$ cat src/rtl/pc_fetch_unit.sv
// PC and fetch control for a registered-read instruction memory.
// Tracks the PC of each returned word, flags bubbles and resolves decode redirects.
module pc_fetch_unit #(
  parameter logic [31:0] RESET_PC   = 32'h0000_0000,
  parameter int unsigned IMEM_BYTES = 256
) (
  input  logic        i_clk,
  input  logic        i_rst,
  input  logic        i_stall,
  input  logic        i_halt,
  input  logic        i_branch_taken,
  input  logic [15:0] i_branch_offset,
  input  logic        i_jump_en,
  input  logic [25:0] i_jump_index,
  input  logic        i_jr_en,
  input  logic [31:0] i_jr_target,
  output logic [31:0] o_read_instruct_addr,
  output logic [31:0] o_pc_d,
  output logic [31:0] o_pc_plus4_d,
  output logic        o_fetch_valid,
  output logic        o_halted,
  output logic        o_fault
);

  localparam int unsigned XLEN = 32;

  typedef enum logic [1:0] {
    S_BOOT   = 2'd0,
    S_RUN    = 2'd1,
    S_HALTED = 2'd2
  } state_t;

  state_t            r_state, w_state_nxt;
  logic [XLEN-1:0]   r_pc, w_pc_nxt;
  logic [XLEN-1:0]   r_pc_d, w_pc_d_nxt;
  logic [XLEN-1:0]   r_pc_plus4_d;
  logic              r_fetch_valid, w_fetch_valid_nxt;
  logic              r_halted, w_halted_nxt;
  logic              r_fault, w_fault_nxt;

  logic [XLEN-1:0]   w_read_addr;
  logic [XLEN-1:0]   w_pc_plus4;
  logic [XLEN-1:0]   w_branch_off;
  logic [XLEN-1:0]   w_target;
  logic              w_redirect;
  logic              w_target_bad;
  logic              w_seq_bad;

  // Replaying pc_d while stalled keeps the memory output stable.
  assign w_read_addr  = (r_state != S_HALTED && i_stall) ? r_pc_d : r_pc;
  assign w_pc_plus4   = r_pc + XLEN'(4);
  assign w_branch_off = {{14{i_branch_offset[15]}}, i_branch_offset, 2'b00};
  assign w_redirect   = r_fetch_valid & (i_jr_en | i_jump_en | i_branch_taken);
  assign w_target_bad = (w_target[1:0] != 2'b00) || (w_target >= XLEN'(IMEM_BYTES));
  assign w_seq_bad    = (w_pc_plus4 >= XLEN'(IMEM_BYTES));

  always_comb begin
    if (i_jr_en)        w_target = i_jr_target;
    else if (i_jump_en) w_target = {r_pc_plus4_d[31:28], i_jump_index, 2'b00};
    else                w_target = r_pc_plus4_d + w_branch_off;
  end

  always_ff @(posedge i_clk) begin
    if (i_rst) begin
      r_state       <= S_BOOT;
      r_pc          <= RESET_PC;
      r_pc_d        <= RESET_PC;
      r_pc_plus4_d  <= RESET_PC + XLEN'(4);
      r_fetch_valid <= 1'b0;
      r_halted      <= 1'b0;
      r_fault       <= 1'b0;
    end else begin
      r_state       <= w_state_nxt;
      r_pc          <= w_pc_nxt;
      r_pc_d        <= w_pc_d_nxt;
      r_pc_plus4_d  <= w_pc_d_nxt + XLEN'(4);
      r_fetch_valid <= w_fetch_valid_nxt;
      r_halted      <= w_halted_nxt;
      r_fault       <= w_fault_nxt;
    end
  end

  always_comb begin
    w_state_nxt       = r_state;
    w_pc_nxt          = r_pc;
    w_pc_d_nxt        = w_read_addr;
    w_fetch_valid_nxt = r_fetch_valid;
    w_halted_nxt      = r_halted;
    w_fault_nxt       = r_fault;
    unique case (r_state)
      S_BOOT: begin
        w_state_nxt       = S_RUN;
        w_fetch_valid_nxt = 1'b0;
      end
      S_RUN: begin
        if (i_halt) begin
          w_state_nxt       = S_HALTED;
          w_fetch_valid_nxt = 1'b0;
          w_halted_nxt      = 1'b1;
        end else if (w_redirect) begin
          if (w_target_bad) begin
            w_state_nxt       = S_HALTED;
            w_fetch_valid_nxt = 1'b0;
            w_halted_nxt      = 1'b1;
            w_fault_nxt       = 1'b1;
          end else begin
            // Wrong-path word already in flight is squashed.
            w_pc_nxt          = w_target;
            w_fetch_valid_nxt = 1'b0;
          end
        end else if (!i_stall) begin
          if (w_seq_bad) begin
            w_state_nxt       = S_HALTED;
            w_fetch_valid_nxt = 1'b0;
            w_halted_nxt      = 1'b1;
            w_fault_nxt       = 1'b1;
          end else begin
            w_pc_nxt          = w_pc_plus4;
            w_fetch_valid_nxt = 1'b1;
          end
        end
      end
      S_HALTED: begin
        w_pc_d_nxt        = r_pc_d;
        w_fetch_valid_nxt = 1'b0;
        w_halted_nxt      = 1'b1;
      end
      default: begin
        w_state_nxt       = S_BOOT;
        w_fetch_valid_nxt = 1'b0;
      end
    endcase
  end

  assign o_read_instruct_addr = w_read_addr;
  assign o_pc_d               = r_pc_d;
  assign o_pc_plus4_d         = r_pc_plus4_d;
  assign o_fetch_valid        = r_fetch_valid;
  assign o_halted             = r_halted;
  assign o_fault              = r_fault;

endmodule

$ cat config.mk
export PLATFORM = sky130hd
export DESIGN_NAME = pc_fetch_unit
export DESIGN_NICKNAME = d
export VERILOG_FILES = /design/src/rtl/pc_fetch_unit.sv
export SDC_FILE = /design/constraint.sdc
export NUM_CORES = 1
export LEC_CHECK = 0
export ABC_CLOCK_PERIOD_IN_PS = 11200
export CAP_MARGIN = 20
export CELL_PAD_IN_SITES_DETAIL_PLACEMENT = 1
export CELL_PAD_IN_SITES_GLOBAL_PLACEMENT = 2
export CORE_MARGIN = 5
export CORE_UTILIZATION = 31
export DETAILED_ROUTE_END_ITERATION = 7
export HOLD_SLACK_MARGIN = 0.02
export PLACE_DENSITY = 0.95
export RECOVER_POWER = 25
export SLEW_MARGIN = 20
export SYNTH_ARGS = -nofsm -noshare
export SYNTH_HDL_FRONTEND = slang
export SYNTH_SLANG_ARGS = --single-unit
$ cat constraint.sdc
create_clock -name i_clk -period 11.2 [get_ports i_clk]
set_clock_uncertainty 0.2 [all_clocks]
set_input_delay 1.12 -clock i_clk [delete_from_list [all_inputs] [get_ports i_clk]]
set_output_delay 1.12 -clock i_clk [all_outputs]
set_load 0.02 [all_outputs]
==> summary.md <==
| Metric | Value |
|---|---|
| Initial DRC count | 465 |
| # diodes | 0 |
| # port buffers | 179 |
| Hold Path Depth | 1 |
| # DRC | 0 |
| Clk pin slew, worst setup/hold paths | 0.07 ns |
| Grt ovf | 0 |
| Worst r2r dst | o_pc_plus4_d[24]$_SDFF_PP0_ |
| Initial antenna violation count | 0 |
| Initial Util | 31.3% |
| Syn Inst Count | 946 |
| Most frequent cells after synthesis | nor2_1 (117), dfxtp_1 (99), nand2_1 (92) |
| # rows | 56 |
| Reg2Reg Setup Slack | 6.46 ns |
| Clock Tree Buf Depth | 2 |
| Cells on worst reg2reg path | 16 |
| Vias | ~7.6k |
| Total wire length | about 29 mm |
| Flops & latches, synth | 99 |
| CTS tree | yes |
| Hold crit path type | reg2reg |
| Die height | 163 um |
| Worst rel slew slack | between 40% and 50% |
| Min Tclk post-route | approximately 5.6 ns |
| Post-CTS Resized | 0 |
| Slew @ Worst Pin | 0.833 ns |
| Max Slew Vio Count | 0 |
| Worst Hold End | r_pc[1]$_SDFFE_PP0P_ |
| Crit path launch type | input port |
| Number of global-route vias before repair | roughly 7.9k |
| Worst Path Required | 11.24 ns |
| Ys async rst share | 0% |
| Multi-input gate area | 0.00500 mm^2 |
| Syn Nets | 1064 |
| Crit end category | register |
| Postcts setup bufs | 0 |
| Post-synth EDFFs | 0 |
| Largest net degree at the start of global routing | 81 |
| Yosys top cell area share | 27.1% |
| Setup Viol. Count Final | 0 |
| Die Wd | between 150 and 200 um |
| Ys flop type | dfxtp_1 |
| Most common cell in the synthesized netlist | nor2_1 |
| Wire length per cell | 20.3 um |
| VDD IR max | approximately 0.000089 V |
| Ys Warns | 0 |
| Vias per cell | 5.41 |
| Number of max-cap violations | 0 |
| Grt met3 use | 2.37% |
| Critical hold path startpoint | r_pc[1]$_SDFFE_PP0P_ |
| WP data arrival | 5.59 ns |
| Synth area leaders | dfxtp_1 (27%), ha_1 (6.2%), nor2_1 (6.0%) |
| Syn Area/Cell | between 7 and 8 um^2 |
| CTS root buf | clkbuf_16 |
| Crit share post-route | 49.6% |
| Synth unique cells | 75 |
| Drt pass-1 iters | 5 |
| GRT met1 Usage | 26.4% |
| Area of the core | 0.0233 mm^2 |
| H-tree depth | 3 |
| Skew-Pair Late Insertion Delay | 0.35 ns |
| Final Core Density | around two fifths |
| Filler instances | between 2k and 3k |
| DP HPWL | 22.9 mm |
| Cell taking the most area after synthesis | dfxtp_1 |
| Crit path kind | in2reg |
| Unrepaired setup endpoints after global routing | no |
| Full die area | between 0.02 and 0.03 mm^2 |
| Layout cells sized above 1 | 6.41% |
| PD cells | 90.9 mW/mm^2 |
| Highest clock rate | 180 MHz |
| GRT Util Overall | 20.9% |
| Cell Area, Synth | ~0.0073 mm^2 |
| CTS Buf Count | 9 |
| Reg2reg start | r_state[0]$_SDFFE_PP0P_ |
| CP max FO | 20 |
| Status | finished, final reports clean |
| RePlAce Congestion | roughly 0.96 |
| Post-CTS Hold Fix Bufs | 0 |
| Busiest grt layer | met2 |
| Top Ports | 180 |
| Met2 Use GR | 38.2% |
| Setup TNS | 0 ns |
| P&R area growth vs syn | 31.3% |
| CTS sink count | 99 |
| Post-synthesis sequential area ratio | a little over a quarter |
| Layout Nets | 1205 |
| Antenna-violating nets left | 0 |
| First-pass GRT wire length | 44.5 mm |
| Sequential cell area | about 0.0020 mm^2 |
| Hold Vio Cnt, Final | 0 |
| Pleak | roughly 0.0037 uW |
[worst max-delay path: stages]
cell	delay, ns
clkdlybuf4s50_1	0.79
ha_1	0.65
a21oi_1	0.42
o21ai_0	0.19
a21oi_1	0.27
o22ai_1	0.13
or3_1	0.33
a2111o_1	0.39
nor4_1	0.27
nand4b_1	0.23
nor3_4	0.30
nor3_1	0.08
buf_4	0.23
and2_1	0.18
[flip-flops by register name (all words and copies together) (netlist names)]
register	count
o_pc_d	32
r_pc	32
o_pc_plus4_d	30
r_state	2
o_fault	1
o_fetch_valid	1
o_halted	1
[report_power, final]
group / internal (uW) / switching [uW]
registers: 359 / 10.4
logic: 86.0 / 112
clock network: 163 / 140
total: 609 / 263
[layer usage]
metal	wire length (um)	share of wire (%)
met2	14600	51
met5	0	0
met3	1260	4.4
met1	12200	43
met4	479	1.7
[worst max-delay path by stage]
| stage | start | end | slack (ns) | cells past startpoint |
|---|---|---|---|---|
| after floorplan | i_branch_offset[0] | r_pc[15]$_SDFFE_PP0P_ | 6.77 | 14 |
| after global placement | i_branch_offset[15] | r_pc[15]$_SDFFE_PP0P_ | 5.44 | 14 |
| after detailed placement | i_branch_offset[15] | r_pc[23]$_SDFFE_PP0P_ | 5.34 | 14 |
| after CTS | i_branch_offset[15] | r_pc[23]$_SDFFE_PP0P_ | 5.69 | 14 |
| after global routing | i_branch_offset[15] | r_pc[23]$_SDFFE_PP0P_ | 5.24 | 14 |
| final | i_branch_offset[15] | r_pc[23]$_SDFFE_PP0P_ | 5.65 | 14 |
[stage by stage]
step / cell area [um^2] / cells / hold slack (ns) / power (uW) / setup slack, ns
3_3_place_gp: 9300 / 1395 / 0.250 / 572 / 5.44
6_report: 9590 / 1411 / 0.289 / 872 / 5.65
2_1_floorplan: 7300 / 946 / 0.226 / 498 / 6.77
3_5_place_dp: 9300 / 1395 / 0.258 / 577 / 5.34
4_1_cts: 9590 / 1411 / 0.284 / 880 / 5.69
5_1_grt: 9590 / 1411 / 0.306 / 909 / 5.24
[layout make-up]
cell class | instances | share of cell area [%]
Clock buffer | 11 | 2.64
Tap cell | 319 | 4.16
Timing Repair Buffer | 185 | 19.1
Sequential cell | 99 | 20.7
Inverter | 24 | 0.939
Clock inverter | 5 | 0.365
Multi-Input combinational cell | 768 | 52.1
[cell families after synthesis]
| group | after synthesis | synth area share [%] |
|---|---|---|
| compound gates | 219 | 18.9 |
| simple gates | 392 | 26.9 |
| mux | 67 | 9.73 |
| xor+xnor | 53 | 6.36 |
| flops | 99 | 27.1 |
| fa+ha+maj | 37 | 6.44 |
| buf+inv | 79 | 4.49 |
[placed cells by master, fill, tap and decap left out, drive strengths merged, types with 11 or more instances in the layout]
cell and n:
a21oi 71, nor3 19, inv 24, and2 25, ha 36, dlygate4sd3 49, nor4 20, o21ai 56
nand3 39, nand4 12, mux2 32, xor2 21, clkbuf 11, mux2i 35, nand2 92, and3 11
xnor2 32, nor2 117, dfxtp 99, clkdlybuf4s50 129, o211ai 13
(Power assumes the default switching activity.)
